File: src/rtl/gpu_req_pkg.sv
// GPU request package: payload field widths, packed-payload offsets and
// pack/unpack helpers shared by the request arbiter/buffer and its users.
// The payload is laid out LSB-first: wb, rd, rs3, rs2, rs1, tid, op_mod,
// op_type, next_pc, pc, wid, uuid.
package gpu_req_pkg;

  localparam int UUID_W        = 44;
  localparam int NW_W          = 2;
  localparam int NT_W          = 2;
  localparam int XLEN          = 32;
  localparam int INST_GPU_BITS = 4;
  localparam int INST_MOD_BITS = 3;
  localparam int NR_BITS       = 5;

  localparam int OFF_WB      = 0;
  localparam int OFF_RD      = OFF_WB + 1;
  localparam int OFF_RS3     = OFF_RD + NR_BITS;
  localparam int OFF_RS2     = OFF_RS3 + XLEN;
  localparam int OFF_RS1     = OFF_RS2 + XLEN;
  localparam int OFF_TID     = OFF_RS1 + XLEN;
  localparam int OFF_OP_MOD  = OFF_TID + NT_W;
  localparam int OFF_OP_TYPE = OFF_OP_MOD + INST_MOD_BITS;
  localparam int OFF_NEXT_PC = OFF_OP_TYPE + INST_GPU_BITS;
  localparam int OFF_PC      = OFF_NEXT_PC + XLEN;
  localparam int OFF_WID     = OFF_PC + XLEN;
  localparam int OFF_UUID    = OFF_WID + NW_W;
  localparam int REQ_DATAW   = OFF_UUID + UUID_W;

  typedef struct packed {
    logic [UUID_W-1:0]        uuid;
    logic [NW_W-1:0]          wid;
    logic [XLEN-1:0]          pc;
    logic [XLEN-1:0]          next_pc;
    logic [INST_GPU_BITS-1:0] op_type;
    logic [INST_MOD_BITS-1:0] op_mod;
    logic [NT_W-1:0]          tid;
    logic [XLEN-1:0]          rs1_data;
    logic [XLEN-1:0]          rs2_data;
    logic [XLEN-1:0]          rs3_data;
    logic [NR_BITS-1:0]       rd;
    logic                     wb;
  } gpu_req_t;

  function automatic logic [REQ_DATAW-1:0] pack_req(input gpu_req_t r);
    logic [REQ_DATAW-1:0] v;
    v = '0;
    v[OFF_UUID    +: UUID_W]        = r.uuid;
    v[OFF_WID     +: NW_W]          = r.wid;
    v[OFF_PC      +: XLEN]          = r.pc;
    v[OFF_NEXT_PC +: XLEN]          = r.next_pc;
    v[OFF_OP_TYPE +: INST_GPU_BITS] = r.op_type;
    v[OFF_OP_MOD  +: INST_MOD_BITS] = r.op_mod;
    v[OFF_TID     +: NT_W]          = r.tid;
    v[OFF_RS1     +: XLEN]          = r.rs1_data;
    v[OFF_RS2     +: XLEN]          = r.rs2_data;
    v[OFF_RS3     +: XLEN]          = r.rs3_data;
    v[OFF_RD      +: NR_BITS]       = r.rd;
    v[OFF_WB]                       = r.wb;
    return v;
  endfunction

  function automatic gpu_req_t unpack_req(input logic [REQ_DATAW-1:0] v);
    gpu_req_t r;
    r.uuid     = v[OFF_UUID    +: UUID_W];
    r.wid      = v[OFF_WID     +: NW_W];
    r.pc       = v[OFF_PC      +: XLEN];
    r.next_pc  = v[OFF_NEXT_PC +: XLEN];
    r.op_type  = v[OFF_OP_TYPE +: INST_GPU_BITS];
    r.op_mod   = v[OFF_OP_MOD  +: INST_MOD_BITS];
    r.tid      = v[OFF_TID     +: NT_W];
    r.rs1_data = v[OFF_RS1     +: XLEN];
    r.rs2_data = v[OFF_RS2     +: XLEN];
    r.rs3_data = v[OFF_RS3     +: XLEN];
    r.rd       = v[OFF_RD      +: NR_BITS];
    r.wb       = v[OFF_WB];
    return r;
  endfunction

endpackage

File: src/rtl/gpu_req_rr_arbiter.sv
// Combinational round-robin arbiter. Priority starts at the channel after
// rr_ptr_i and wraps around; the result is a one-hot grant plus its index.
//   req_i         in  NUM_REQS  request vector
//   rr_ptr_i      in  SEL_W     last granted channel
//   en_i          in  1         grant allowed this cycle
//   grant_o       out NUM_REQS  one-hot grant (all 0 when nothing granted)
//   grant_idx_o   out SEL_W     index of granted channel
//   grant_valid_o out 1         a grant was issued
module gpu_req_rr_arbiter
  import gpu_req_pkg::*;
#(
  parameter  int NUM_REQS = 4,
  localparam int SEL_W    = (NUM_REQS > 1) ? $clog2(NUM_REQS) : 1
) (
  input  logic [NUM_REQS-1:0] req_i,
  input  logic [SEL_W-1:0]    rr_ptr_i,
  input  logic                en_i,
  output logic [NUM_REQS-1:0] grant_o,
  output logic [SEL_W-1:0]    grant_idx_o,
  output logic                grant_valid_o
);

  // (base + off) mod NUM_REQS, valid for any channel count
  function automatic logic [SEL_W-1:0] wrap_add(input logic [SEL_W-1:0] base,
                                                input int unsigned off);
    int unsigned s;
    s = (int'(base) + off) % NUM_REQS;
    return SEL_W'(s);
  endfunction

  logic [SEL_W-1:0] idx;

  always_comb begin
    grant_o       = '0;
    grant_idx_o   = '0;
    grant_valid_o = 1'b0;
    idx           = '0;
    for (int i = 1; i <= NUM_REQS; i++) begin
      idx = wrap_add(rr_ptr_i, i);
      if (en_i && !grant_valid_o && req_i[idx]) begin
        grant_o[idx]  = 1'b1;
        grant_idx_o   = idx;
        grant_valid_o = 1'b1;
      end
    end
  end

endmodule

File: src/rtl/gpu_req_arb_buffer.sv
// Round-robin arbiter plus DEPTH-entry FIFO between issue/dispatch and the
// GPU unit. Zero-thread-mask requests are accepted but discarded. Flush
// empties the FIFO; stall/drop performance counters saturate.
//   clk        in  1                     clock
//   reset_n    in  1                     async active-low reset
//   flush      in  1                     synchronous FIFO clear
//   in_valid   in  NUM_REQS              per-channel valid
//   in_tmask   in  NUM_REQS*NUM_THREADS  per-channel thread mask
//   in_data    in  NUM_REQS*REQ_DATAW    per-channel payload
//   in_ready   out NUM_REQS              per-channel accept (one-hot or 0)
//   out_valid  out 1                     head entry valid
//   out_tmask  out NUM_THREADS           head thread mask (0 when empty)
//   out_data   out REQ_DATAW             head payload (0 when empty)
//   out_sel    out SEL_W                 head source channel (0 when empty)
//   out_ready  in  1                     GPU unit accepts head
//   count      out CNT_W                 FIFO occupancy
//   perf_stall out 32                    cycles with a request but no accept
//   perf_drop  out 32                    discarded zero-mask requests
module gpu_req_arb_buffer
  import gpu_req_pkg::*;
#(
  parameter  int NUM_REQS    = 4,
  parameter  int NUM_THREADS = 4,
  parameter  int DEPTH       = 4,
  localparam int SEL_W       = (NUM_REQS > 1) ? $clog2(NUM_REQS) : 1,
  localparam int CNT_W       = $clog2(DEPTH + 1)
) (
  input  logic                            clk,
  input  logic                            reset_n,
  input  logic                            flush,
  input  logic [NUM_REQS-1:0]             in_valid,
  input  logic [NUM_REQS*NUM_THREADS-1:0] in_tmask,
  input  logic [NUM_REQS*REQ_DATAW-1:0]   in_data,
  output logic [NUM_REQS-1:0]             in_ready,
  output logic                            out_valid,
  output logic [NUM_THREADS-1:0]          out_tmask,
  output logic [REQ_DATAW-1:0]            out_data,
  output logic [SEL_W-1:0]                out_sel,
  input  logic                            out_ready,
  output logic [CNT_W-1:0]                count,
  output logic [31:0]                     perf_stall,
  output logic [31:0]                     perf_drop
);

  localparam int PTR_W = $clog2(DEPTH);

  // per-channel views of the flattened input buses
  logic [NUM_THREADS-1:0] ch_tmask [NUM_REQS];
  logic [REQ_DATAW-1:0]   ch_data  [NUM_REQS];

  generate
    for (genvar gi = 0; gi < NUM_REQS; gi++) begin : g_chan
      assign ch_tmask[gi] = in_tmask[gi*NUM_THREADS +: NUM_THREADS];
      assign ch_data[gi]  = in_data[gi*REQ_DATAW +: REQ_DATAW];
    end
  endgenerate

  // state
  logic [PTR_W-1:0] wr_ptr_q, wr_ptr_d;
  logic [PTR_W-1:0] rd_ptr_q, rd_ptr_d;
  logic [CNT_W-1:0] count_q, count_d;
  logic [SEL_W-1:0] rr_q, rr_d;
  logic [31:0]      perf_stall_q, perf_stall_d;
  logic [31:0]      perf_drop_q, perf_drop_d;

  logic [NUM_THREADS-1:0] tmask_mem [DEPTH];
  logic [REQ_DATAW-1:0]   data_mem  [DEPTH];
  logic [SEL_W-1:0]       sel_mem   [DEPTH];

  // arbitration; reset_n gates the grant so in_ready is 0 while held in reset
  logic [NUM_REQS-1:0] grant;
  logic [SEL_W-1:0]    grant_idx;
  logic                grant_valid;
  logic                grant_en;

  assign grant_en = reset_n && !flush && (count_q != CNT_W'(DEPTH));

  gpu_req_rr_arbiter #(
    .NUM_REQS (NUM_REQS)
  ) u_arb (
    .req_i         (in_valid),
    .rr_ptr_i      (rr_q),
    .en_i          (grant_en),
    .grant_o       (grant),
    .grant_idx_o   (grant_idx),
    .grant_valid_o (grant_valid)
  );

  assign in_ready = grant;

  logic                   accept;
  logic [NUM_THREADS-1:0] acc_tmask;
  logic [REQ_DATAW-1:0]   acc_data;
  logic                   drop;
  logic                   enq;
  logic                   deq;
  logic                   head_valid;

  assign accept     = grant_valid;  // grant only goes to a valid channel
  assign acc_tmask  = ch_tmask[grant_idx];
  assign acc_data   = ch_data[grant_idx];
  assign drop       = accept && (acc_tmask == '0);
  assign enq        = accept && !drop;
  assign head_valid = (count_q != '0);
  // a dequeue handshake during flush is discarded along with the contents
  assign deq        = head_valid && out_ready && !flush;

  // storage: no reset needed, validity is tracked by count/pointers
  always_ff @(posedge clk) begin
    if (enq) begin
      tmask_mem[wr_ptr_q] <= acc_tmask;
      data_mem[wr_ptr_q]  <= acc_data;
      sel_mem[wr_ptr_q]   <= grant_idx;
    end
  end

  always_comb begin
    wr_ptr_d     = wr_ptr_q;
    rd_ptr_d     = rd_ptr_q;
    count_d      = count_q;
    rr_d         = rr_q;
    perf_stall_d = perf_stall_q;
    perf_drop_d  = perf_drop_q;

    if (accept) rr_d = grant_idx;

    if (flush) begin
      wr_ptr_d = '0;
      rd_ptr_d = '0;
      count_d  = '0;
    end else begin
      // DEPTH is a power of two, so pointers wrap naturally
      if (enq) wr_ptr_d = wr_ptr_q + PTR_W'(1);
      if (deq) rd_ptr_d = rd_ptr_q + PTR_W'(1);
      case ({enq, deq})
        2'b10:   count_d = count_q + CNT_W'(1);
        2'b01:   count_d = count_q - CNT_W'(1);
        default: count_d = count_q;
      endcase
    end

    if ((|in_valid) && !accept && (perf_stall_q != '1))
      perf_stall_d = perf_stall_q + 32'd1;
    if (drop && (perf_drop_q != '1))
      perf_drop_d = perf_drop_q + 32'd1;
  end

  always_ff @(posedge clk or negedge reset_n) begin
    if (!reset_n) begin
      wr_ptr_q     <= '0;
      rd_ptr_q     <= '0;
      count_q      <= '0;
      rr_q         <= SEL_W'(NUM_REQS - 1);  // channel 0 wins first
      perf_stall_q <= '0;
      perf_drop_q  <= '0;
    end else begin
      wr_ptr_q     <= wr_ptr_d;
      rd_ptr_q     <= rd_ptr_d;
      count_q      <= count_d;
      rr_q         <= rr_d;
      perf_stall_q <= perf_stall_d;
      perf_drop_q  <= perf_drop_d;
    end
  end

  // head outputs are forced to 0 when empty
  assign out_valid  = head_valid;
  assign out_tmask  = head_valid ? tmask_mem[rd_ptr_q] : '0;
  assign out_data   = head_valid ? data_mem[rd_ptr_q]  : '0;
  assign out_sel    = head_valid ? sel_mem[rd_ptr_q]   : '0;
  assign count      = count_q;
  assign perf_stall = perf_stall_q;
  assign perf_drop  = perf_drop_q;

endmodule

File: config.mk
export PLATFORM = sky130hd
export DESIGN_NAME = gpu_req_arb_buffer
export DESIGN_NICKNAME = d
export VERILOG_FILES = /design/src/rtl/gpu_req_pkg.sv /design/src/rtl/gpu_req_rr_arbiter.sv /design/src/rtl/gpu_req_arb_buffer.sv
export SDC_FILE = /design/constraint.sdc
export NUM_CORES = 1
export LEC_CHECK = 0
export CAP_MARGIN = 20
export CORE_AREA = 8 8 464 466
export DETAILED_ROUTE_END_ITERATION = 7
export DIE_AREA = 0 0 472 474
export PLACE_DENSITY = 0.41
export SETUP_SLACK_MARGIN = 0.5
export SYNTH_ARGS = -nofsm -noshare
export SYNTH_HDL_FRONTEND = slang
export SYNTH_HIERARCHICAL = 1
export SYNTH_SLANG_ARGS = --single-unit
File: constraint.sdc
create_clock -name clk -period 10.65 [get_ports clk]
set_input_delay 1.5975 -clock clk [delete_from_list [all_inputs] [get_ports clk]]
set_output_delay 1.5975 -clock clk [all_outputs]
set_load 0.1 [all_outputs]
==> qor.txt <==
Status -> finished clean
Worst Hold Class -> flop to flop
Sink Count -> 981
CTS Buffer Depth -> 3
Pwr Total -> 18.9 mW
Top Ports -> 1,207
CTS buffer count -> 112
First-pass GRT wire length -> 247,000 um
NetSw -> 8.84 mW
Post-synth top area cell -> edfxtp_1
Worst-path clk slew -> 60 ps
RR Startpoint -> rr_q[0]
Crit path to -> in_ready[3]
Slack of the critical path -> 4160 ps
Core ar. -> 208,000 sq um
Finished Layout Cells -> 6,187
Final-layout fill cell count -> 20.5k
Final antenna-violating net count -> 0
VDD IR max -> 0.000301 V
Gate Count Post-Synth -> 2,148
H-tree levels -> 3
CTS tree -> built
Power Density -> 301 nW/um^2
Register area share after synthesis -> 66.6%
Post-CTS sizing -> 0
Post-CTS Setup Inserts -> 0
DR WL/cell -> 29.1 um
Drt total wl -> 180,000 um
Die Span X -> 472 um
Die area -> 224,000 sq um
Flop pwr share -> 27.2%
DR DRC count -> 0
Post-Syn Nets -> 3,071
Post-synth EDFFs -> 908
Largest net degree at the start of global routing -> 148
Critical Path Start Type -> input port
Post-synth top cells -> 908 x edfxtp_1, 455 x mux4_2, 235 x and2_1, 71 x dfrtp_1, 67 x clkbuf_1
Asr flop ratio synth -> 7.44%
Routability congestion estimate -> 0.826
Logic gate share of total power -> 53.3%
Synth-to-Final Area Change -> 43.5%
Initial Utilization -> 21.0%
Worst R2R Setup Slack -> 4670 ps
Maxcap violations -> 0
Synth Flop Type -> edfxtp_1
P_int -> 10.0 mW
DP HPWL -> 133,000 um
Die Y -> 474 um
Clk network pwr share -> 19.5%
Leak Pwr -> 19.8 nW
# port buffers -> 1,206
Most common cell in the synthesized netlist -> edfxtp_1
Via count of the first global-routing pass -> 29.2k
Worst skew pair latency -> 730 ps
Crit path capture type -> output port
Post-synthesis area per instance -> 20.4 sq um
Post-synth top area share -> 62.4%
Fraction of layout cells with a size suffix above 1 -> 20.5%
Final Hold Fails -> 0
Drt first pass iters -> 5
Period utilization -> 60.9%
Post-place instance area -> 59,200 sq um
Via count -> 26.8k
Synth Warn # -> 6
Mapped cell area -> 43,700 sq um
Netlist cell types -> 52
Worst slack, placed -> 3460 ps
Hold Slack -> 486 ps
WP data arrival -> 4890 ps
Drt initial violations -> 1,610
Worst Reg-to-Reg Cells -> 10
Final setup TNS -> 0 ps
Post-Layout Inst Area -> 62,700 sq um
Period minus WS final -> 6490 ps
Data required, critical path -> 9050 ps
Reg2reg end -> data_mem[3][126]
Root Buffer -> clkbuf_16
FMAX -> 154 MHz
Std cell rows -> 168
#FFs+latches synth -> 981
# setup viols final -> 0
CP Launch Point -> flush
Final core utilization -> 30.1%
Setup Crit Path Kind -> input port to output port
Sw Share -> 46.9%
Largest cells by area after synthesis -> edfxtp_1 62%, mux4_2 23%, dfrtp_1 4.1%
Max-slew headroom -> 21.8%
Nets -> 4,294
Final Skew -> 22.0 ps
Grt total ovfl -> 0
Post-placement cell count -> 5,974
Hold-fix buffers, CTS -> 0
Max Slew Vio Count -> 0
All-Layer GR Usage -> 15.5%
CP max FO -> 9
RSZ-0062 raised after global routing -> no
Initial antenna violation count -> 35
Least-Margin Pin Slew -> 1170 ps
Via-per-instance ratio -> 4.33
metal layers:
layer,share of wire (%),track usage (%),up-vias
met5,0.075,0,-
met4,1.3,2.71,20
met3,8.7,5.48,156
met2,49,26.2,1084
met1,41,19.4,14116
li1,-,-,11428
power by group through the flow:
stage	logic, mW	registers, mW	clock network (mW)
after detailed placement	10.3	5.22	0
after CTS	10.3	5.14	3.82
after global placement	10.2	5.21	0
after global routing	10.6	5.17	3.93
after floorplan	6.79	5.32	0
final	10.0	5.13	3.68
critical path: stages:
cell and delay (ps):
clkdlybuf4s50_1 630, nand2b_1 250, a21oi_1 550, o21ai_1 370, o2bb2ai_1 270, clkdlybuf4s50_1 1210
layout make-up:
| type | instances | area (sq um) | area share, % |
|---|---|---|---|
| flip-flops and latches | 981 | 29100 | 46.4 |
| multi-input cells | 1014 | 14000 | 22.4 |
| inverters | 12 | 45.0 | 0.0718 |
| repair buffers | 1250 | 12700 | 20.2 |
| well taps | 2720 | 3400 | 5.43 |
| clock inverters | 46 | 372 | 0.593 |
| diodes | 11 | 27.5 | 0.0439 |
| clock buffers | 153 | 3080 | 4.91 |
layout by cell type, fill, tap and decap left out, drive strengths merged, types with 7 or more instances in the layout:
cell type,instances
clkdlybuf4s50,1174
edfxtp,908
mux4,455
and2,236
clkbuf,154
buf,75
dfrtp,71
nand2,42
xor2,37
clkinv,35
nand3,30
xnor2,30
nor2,24
nand4,23
nor3,22
nor4,17
and3,15
ha,14
inv,14
mux2i,12
diode,11
o21ai,8
and4,7
state kept, by name, summed over array words and instances, names as in the netlist:
name and cells:
perf_drop 32, wr_ptr_q 2, count 3, sel_mem 8, perf_stall 32, rd_ptr_q 2, tmask_mem 16, data_mem 884
rr_q 2
worst min-delay path by stage:
| stage | start | end | slack (ps) | depth (start not counted) |
|---|---|---|---|---|
| floorplan | wr_ptr_q[1] | wr_ptr_q[1] | 540 | 2 |
| global placement | perf_drop[14] | perf_drop[14] | 490 | 1 |
| detailed placement | perf_stall[28] | perf_stall[28] | 480 | 1 |
| CTS | perf_stall[28] | perf_stall[28] | 490 | 1 |
| global route | perf_stall[28] | perf_stall[28] | 530 | 1 |
| finish | perf_stall[28] | perf_stall[28] | 490 | 1 |
logic make-up (layout without fill, tap and decap cells):
| group | count (synthesis) | in the layout | synth area share (%) |
|---|---|---|---|
| flip-flops | 981 | 981 | 66.6 |
| AO/OA/AOI/OAI | 30 | 30 | 0.472 |
| XOR/XNOR | 67 | 67 | 1.36 |
| buffers and inverters | 153 | 1461 | 1.45 |
| AND/OR/NAND/NOR | 429 | 429 | 5.81 |
| adder cells (fa/ha/maj) | 15 | 15 | 0.447 |
| other | 0 | 11 | 0 |
| multiplexers | 473 | 473 | 23.9 |
No activity file was read; power rests on OpenSTA's default activity.
